==> src/rtl/uc_fp_mult.sv <==
// uc_fp_mult -- control unit for the single-precision FP multiplier datapath.
//
// Resets and times the iterative mantissa multiplier. From the raw product it
// selects the normalisation shift and the exponent correction, and it drives
// the rounding step. When rounding carries out of the mantissa, it runs one
// renormalisation pass. It raises pronto for one cycle when produto is valid.
//
// Build option: define FPMULT_ROUND_EN to enable round-to-nearest-even and the
// RENORM pass. When it is undefined, the datapath truncates, sinalRound stays 0,
// and RENORM is never entered.
//
// Ports:
//   clock          rising-edge clock
//   reset          synchronous, active-high
//   iniciar        start request (sampled only in IDLE)
//   exp_a, exp_b   biased operand exponents
//   ula[53:0]      raw mantissa product from the datapath
//   ula_reset      reset pulse to the mantissa multiplier (CLR)
//   sinalMuxFP1    exponent mux: 0 = exponent sum, 1 = registered exponent
//   sinalMuxFP2    fraction mux: 0 = ula[53:27], 1 = registered fraction
//   sinalRound     1 = round-to-nearest-even on capture
//   sinalShiftRes  {left/right, amount}
//   sinalIncOrDec  {subtract/add, amount}; the datapath adds a further +127
//   ocupado        busy from CLR through DONE
//   pronto         one-cycle result-valid pulse
//   overflow, underflow, zero   registered exception flags
module uc_fp_mult #(
   parameter int unsigned MULT_CYCLES = 28
) (
   input  logic        clock,
   input  logic        reset,
   input  logic        iniciar,
   input  logic [7:0]  exp_a,
   input  logic [7:0]  exp_b,
   input  logic [53:0] ula,
   output logic        ula_reset,
   output logic        sinalMuxFP1,
   output logic        sinalMuxFP2,
   output logic        sinalRound,
   output logic [8:0]  sinalShiftRes,
   output logic [8:0]  sinalIncOrDec,
   output logic        ocupado,
   output logic        pronto,
   output logic        overflow,
   output logic        underflow,
   output logic        zero
);

   localparam int unsigned CW = $clog2(MULT_CYCLES + 1);
   localparam logic [CW-1:0] LAST = CW'(MULT_CYCLES - 1);

   typedef enum logic [2:0] {IDLE, CLR, MULT, NORM, RENORM, DONE} state_t;

   state_t        state;
   logic [CW-1:0] cnt;
   logic [8:0]    shift_q;
   logic [8:0]    incdec_q;

   // ula[53] set means the product is in [2,4): shift by 1, otherwise by 2
   logic        s1;
   logic [22:0] mant;
   logic [2:0]  guard;
   logic        round_up;
   logic        norm_ovf;
   logic        ovf;
   logic        round_en;
   logic        unused_bits;
   logic [8:0]  norm_sel;

   assign s1 = ula[53];

   always_comb begin
      mant  = ula[51:29];
      guard = ula[28:26];
      if (s1) begin
         mant  = ula[52:30];
         guard = ula[29:27];
      end
   end

   // Round half to even. Carry-out happens only when the mantissa is all ones.
   assign round_up = (guard > 3'b100) || ((guard == 3'b100) && mant[0]);
   assign norm_ovf = (&mant) && round_up;

`ifdef FPMULT_ROUND_EN
   assign ovf         = norm_ovf;
   assign round_en    = 1'b1;
   assign unused_bits = ^ula[25:0];
`else
   assign ovf         = 1'b0;
   assign round_en    = 1'b0;
   assign unused_bits = ^{ula[25:0], norm_ovf};
`endif

   // Result exponent before the datapath bias: ea + eb - 127 + (s==1) + ovf
   logic signed [9:0] e_sum;
   logic              zero_n;
   logic              ovfl_n;
   logic              unfl_n;

   always_comb begin
      e_sum  = $signed({2'b00, exp_a}) + $signed({2'b00, exp_b}) - 10'sd127
             + $signed({9'b0, s1}) + $signed({9'b0, ovf});
      zero_n = (exp_a == 8'h00) || (exp_b == 8'h00);
      ovfl_n = !zero_n && (e_sum > 10'sd254);
      unfl_n = !zero_n && (e_sum < 10'sd1);
   end

   // NORM decodes ula live because the round register captures at the end of
   // that same cycle. In every other state the selects come from registers.
   assign norm_sel      = {1'b1, 6'b0, ~s1, s1};
   assign sinalShiftRes = (state == NORM) ? norm_sel : shift_q;
   assign sinalIncOrDec = (state == NORM) ? norm_sel : incdec_q;

   always_ff @(posedge clock) begin
      if (reset) begin
         state       <= IDLE;
         cnt         <= '0;
         ula_reset   <= 1'b0;
         sinalMuxFP1 <= 1'b0;
         sinalMuxFP2 <= 1'b0;
         sinalRound  <= 1'b0;
         shift_q     <= '0;
         incdec_q    <= '0;
         ocupado     <= 1'b0;
         pronto      <= 1'b0;
         overflow    <= 1'b0;
         underflow   <= 1'b0;
         zero        <= 1'b0;
      end else begin
         case (state)
            IDLE: begin
               if (iniciar) begin
                  state     <= CLR;
                  ula_reset <= 1'b1;
                  ocupado   <= 1'b1;
                  overflow  <= 1'b0;
                  underflow <= 1'b0;
                  zero      <= 1'b0;
               end
            end
            CLR: begin
               state     <= MULT;
               ula_reset <= 1'b0;
               cnt       <= '0;
            end
            MULT: begin
               cnt <= cnt + CW'(1);
               if (cnt == LAST) begin
                  state      <= NORM;
                  sinalRound <= round_en;
               end
            end
            NORM: begin
               overflow   <= ovfl_n;
               underflow  <= unfl_n;
               zero       <= zero_n;
               sinalRound <= 1'b0;
               if (ovf) begin
                  // Recapture the registered result: exponent +1, mantissa 0
                  state       <= RENORM;
                  sinalMuxFP1 <= 1'b1;
                  sinalMuxFP2 <= 1'b1;
                  shift_q     <= 9'h101;
                  incdec_q    <= 9'h17E;
               end else begin
                  state  <= DONE;
                  pronto <= 1'b1;
               end
            end
`ifdef FPMULT_ROUND_EN
            RENORM: begin
               state       <= DONE;
               sinalMuxFP1 <= 1'b0;
               sinalMuxFP2 <= 1'b0;
               shift_q     <= '0;
               incdec_q    <= '0;
               pronto      <= 1'b1;
            end
`endif
            DONE: begin
               state   <= IDLE;
               pronto  <= 1'b0;
               ocupado <= 1'b0;
            end
            default: state <= IDLE;
         endcase
      end
   end

endmodule

==> config.mk <==
export PLATFORM = sky130hd
export DESIGN_NAME = uc_fp_mult
export DESIGN_NICKNAME = d
export VERILOG_FILES = /design/src/rtl/uc_fp_mult.sv
export SDC_FILE = /design/constraint.sdc
export NUM_CORES = 1
export LEC_CHECK = 0
export BUFFER_PORTS_ARGS = -buffer_cell sky130_fd_sc_hd__buf_2
export CAP_MARGIN = 20
export CORE_MARGIN = 3
export CORE_UTILIZATION = 41
export DETAILED_ROUTE_END_ITERATION = 10
export PLACE_DENSITY = 0.81
export SLEW_MARGIN = 20
export SYNTH_ARGS = -nofsm -noshare
export SYNTH_HDL_FRONTEND = slang
export SYNTH_SLANG_ARGS = --single-unit
export TNS_END_PERCENT = 100
==> constraint.sdc <==
create_clock -name clock -period 3 [get_ports clock]
set_clock_uncertainty 0.1 [all_clocks]
set_input_delay 0.45 -clock clock [delete_from_list [all_inputs] [get_ports clock]]
set_output_delay 0.45 -clock clock [all_outputs]
set_load 0.005 [all_outputs]
==> impl_metrics.json <==
{
  "outcome": "completed",
  "p_sw_frac": 0.355,
  "netlist_top_cells_area": "dfxtp_1, ha_1, buf_4, nor2_1, a21oi_1",
  "maxCapViolCount": 0,
  "place_ws_ps": 72.9,
  "yosysSeqAreaShare": 0.205,
  "initial_utilization": 0.440,
  "ys_async_sr_fraction": 0,
  "drt-total-wl_mm": 2.71,
  "synth.largest_area_cell": "dfxtp_1",
  "design_area_um2": 1500,
  "grt_use_total": 0.132,
  "die_h_um": 63.7,
  "syn_area_um2": 1370,
  "ys.flop_type": "dfxtp_1",
  "synth_top_area_frac": 0.205,
  "port_buffers": 31,
  "fin_util": 0.483,
  "post_cts_buffers": 0,
  "overflow": 0,
  "htreeDepth": 1,
  "die-area_um2": 4060,
  "min_period_over_period": 0.875,
  "grt_pass1_vias": 1052,
  "clkPwrFrac": 0.201,
  "io_pins": 100,
  "synth_common_cells": "buf_4, nor2_1, ha_1",
  "max_freq_mhz": 381,
  "dpl.hpwl_mm": 2.25,
  "core_area_um2": 3100,
  "fin_tns_setup_ps": 0,
  "gp_congestion": 0.778,
  "synth_area_per_cell_um2": 7.63,
  "final_hold_viol_count": 0,
  "p_int_mw": 0.332,
  "syn_inst": 179,
  "clkSlewWorstSetupHoldPaths_ps": 80,
  "seq_power_share": 0.409,
  "pwr_density_cell_nw_per_um2": 343,
  "clk_latency_ps": 270,
  "nNetsFinal": 298,
  "synth_edf_count": 0,
  "leakage_nw": 0.732,
  "layout-drive-gt1-share": 0.180,
  "route.detailed.drc": 0,
  "vias_per_cell": 5.10,
  "yosysWarnings": 0,
  "cts-buffers-inserted": 3,
  "drv_slew": 0,
  "endpoint_kind": "flop",
  "grt_pass1_wl_mm": 4.44,
  "die_w_um": 63.7,
  "clock_sinks": 14,
  "ys_types": 38,
  "area_delta_synth_final_pct": 9.90,
  "cp_max_fo": 2,
  "switching_power_mw": 0.183,
  "drtIter0Drc": 79,
  "ir_drop_mv": 0.0985,
  "dpl_cell_area_um2": 1480,
  "design_power_total_mw": 0.515,
  "fin_ws_ps": 375,
  "cts_max_path_buffers": 2,
  "ant_nets": 0,
  "pwr-share-comb": 0.390,
  "wire_per_inst_um": 10.9,
  "layout_min_cycle_time_ps": 2630,
  "criticalPathCategory": "input pin to flop",
  "rows": 20,
  "critPathLaunchType": "input pin",
  "cp_data_arrival_time_ps": 2750,
  "min_path_type": "flop to flop",
  "critPathRequiredTime_ps": 3120,
  "ys_ff_latch": 14,
  "cts_root_buffer": "clkbuf_4",
  "setup_viol": 0,
  "rsz0062_at_grt": "false",
  "grt_max_degree": 16,
  "vias": 1270,
  "ctsHoldBuffers": 0,
  "postCtsResizedCells": 0,
  "first_pass_iters": 4,
  "grt_antenna_before_repair": 0,
  "cts_tree": "yes",
  "antenna_cells": 0
}
## area by class of cell
cell class	count	area [um2]
clock buffer	3	22.5
fill	326	1600
inverter	12	45.0
multi-input combinational	145	942
sequential	14	280
tap	44	55.1
timing repair buffer	31	155
## cell families after synthesis
logic type               synth area share
buffers and inverters               0.143
other                             0.00275
XOR/XNOR                           0.0577
flip-flops                          0.205
AO/OA/AOI/OAI                       0.159
AND/OR/NAND/NOR                     0.247
adder cells (fa/ha/maj)             0.170
multiplexers                       0.0156
## final timing paths
check        slack (ps)     start   endpoint  cells after the start
min reg2reg         380    pronto     pronto                      2
max reg2reg        1040  state[0]  underflow                      7
min                 380    pronto     pronto                      2
max                 370  exp_a[0]   overflow                     13
## cells in the final DEF, fill, tap and decap left out, drive strengths merged, types with 2 or more instances in the layout
master   n
clkbuf   3
o21ai   11
nor2b    2
nand4b   2
o21a     2
nor3     4
conb    15
nor3b    2
a21oi   13
nor4     6
nor2    18
and3     2
buf     31
a211oi   2
nand3    7
ha      17
dfxtp   14
nand2   13
nand2b   6
xor2     5
xnor2    4
inv     12
## state kept, by name, indices dropped and copies added (netlist names)
register   count
zero           1
ula_reset      1
ocupado        1
cnt            5
underflow      1
state          3
pronto         1
overflow       1
## power by group through the flow
stage | Combinational [mW] | Clock (mW) | Sequential (mW)
after floorplan | 0.172 | 0 | 0.206
after global placement | 0.195 | 0 | 0.215
after detailed placement | 0.199 | 0 | 0.215
after CTS | 0.201 | 0.107 | 0.211
after global routing | 0.230 | 0.115 | 0.213
final | 0.201 | 0.104 | 0.211
## critical path, cell delays in order
cell	delay, ps
buf_2	90
inv_1	40
ha_1	270
inv_1	60
ha_1	170
inv_1	60
fa_1	390
nand2b_1	190
a21oi_2	140
xor2_1	200
nand2_1	80
o41ai_1	410
a32o_1	210
## metrics by stage
step	hold WS, ps	std cells
floorplan	358	193
global placement	352	246
detailed placement	362	246
CTS	376	249
global route	399	249
finish	376	249
## metal layers
| metal | track usage | wire (um) | share of wire |
|---|---|---|---|
| met1 | 0.184 | 1260 | 0.46 |
| met2 | 0.214 | 1270 | 0.47 |
| met3 | 0.0196 | 177 | 0.065 |
| met4 | 0.0323 | 9 | 0.0033 |
| met5 | 0 | 0 | 0 |
Power figures use the tool's default switching activity.
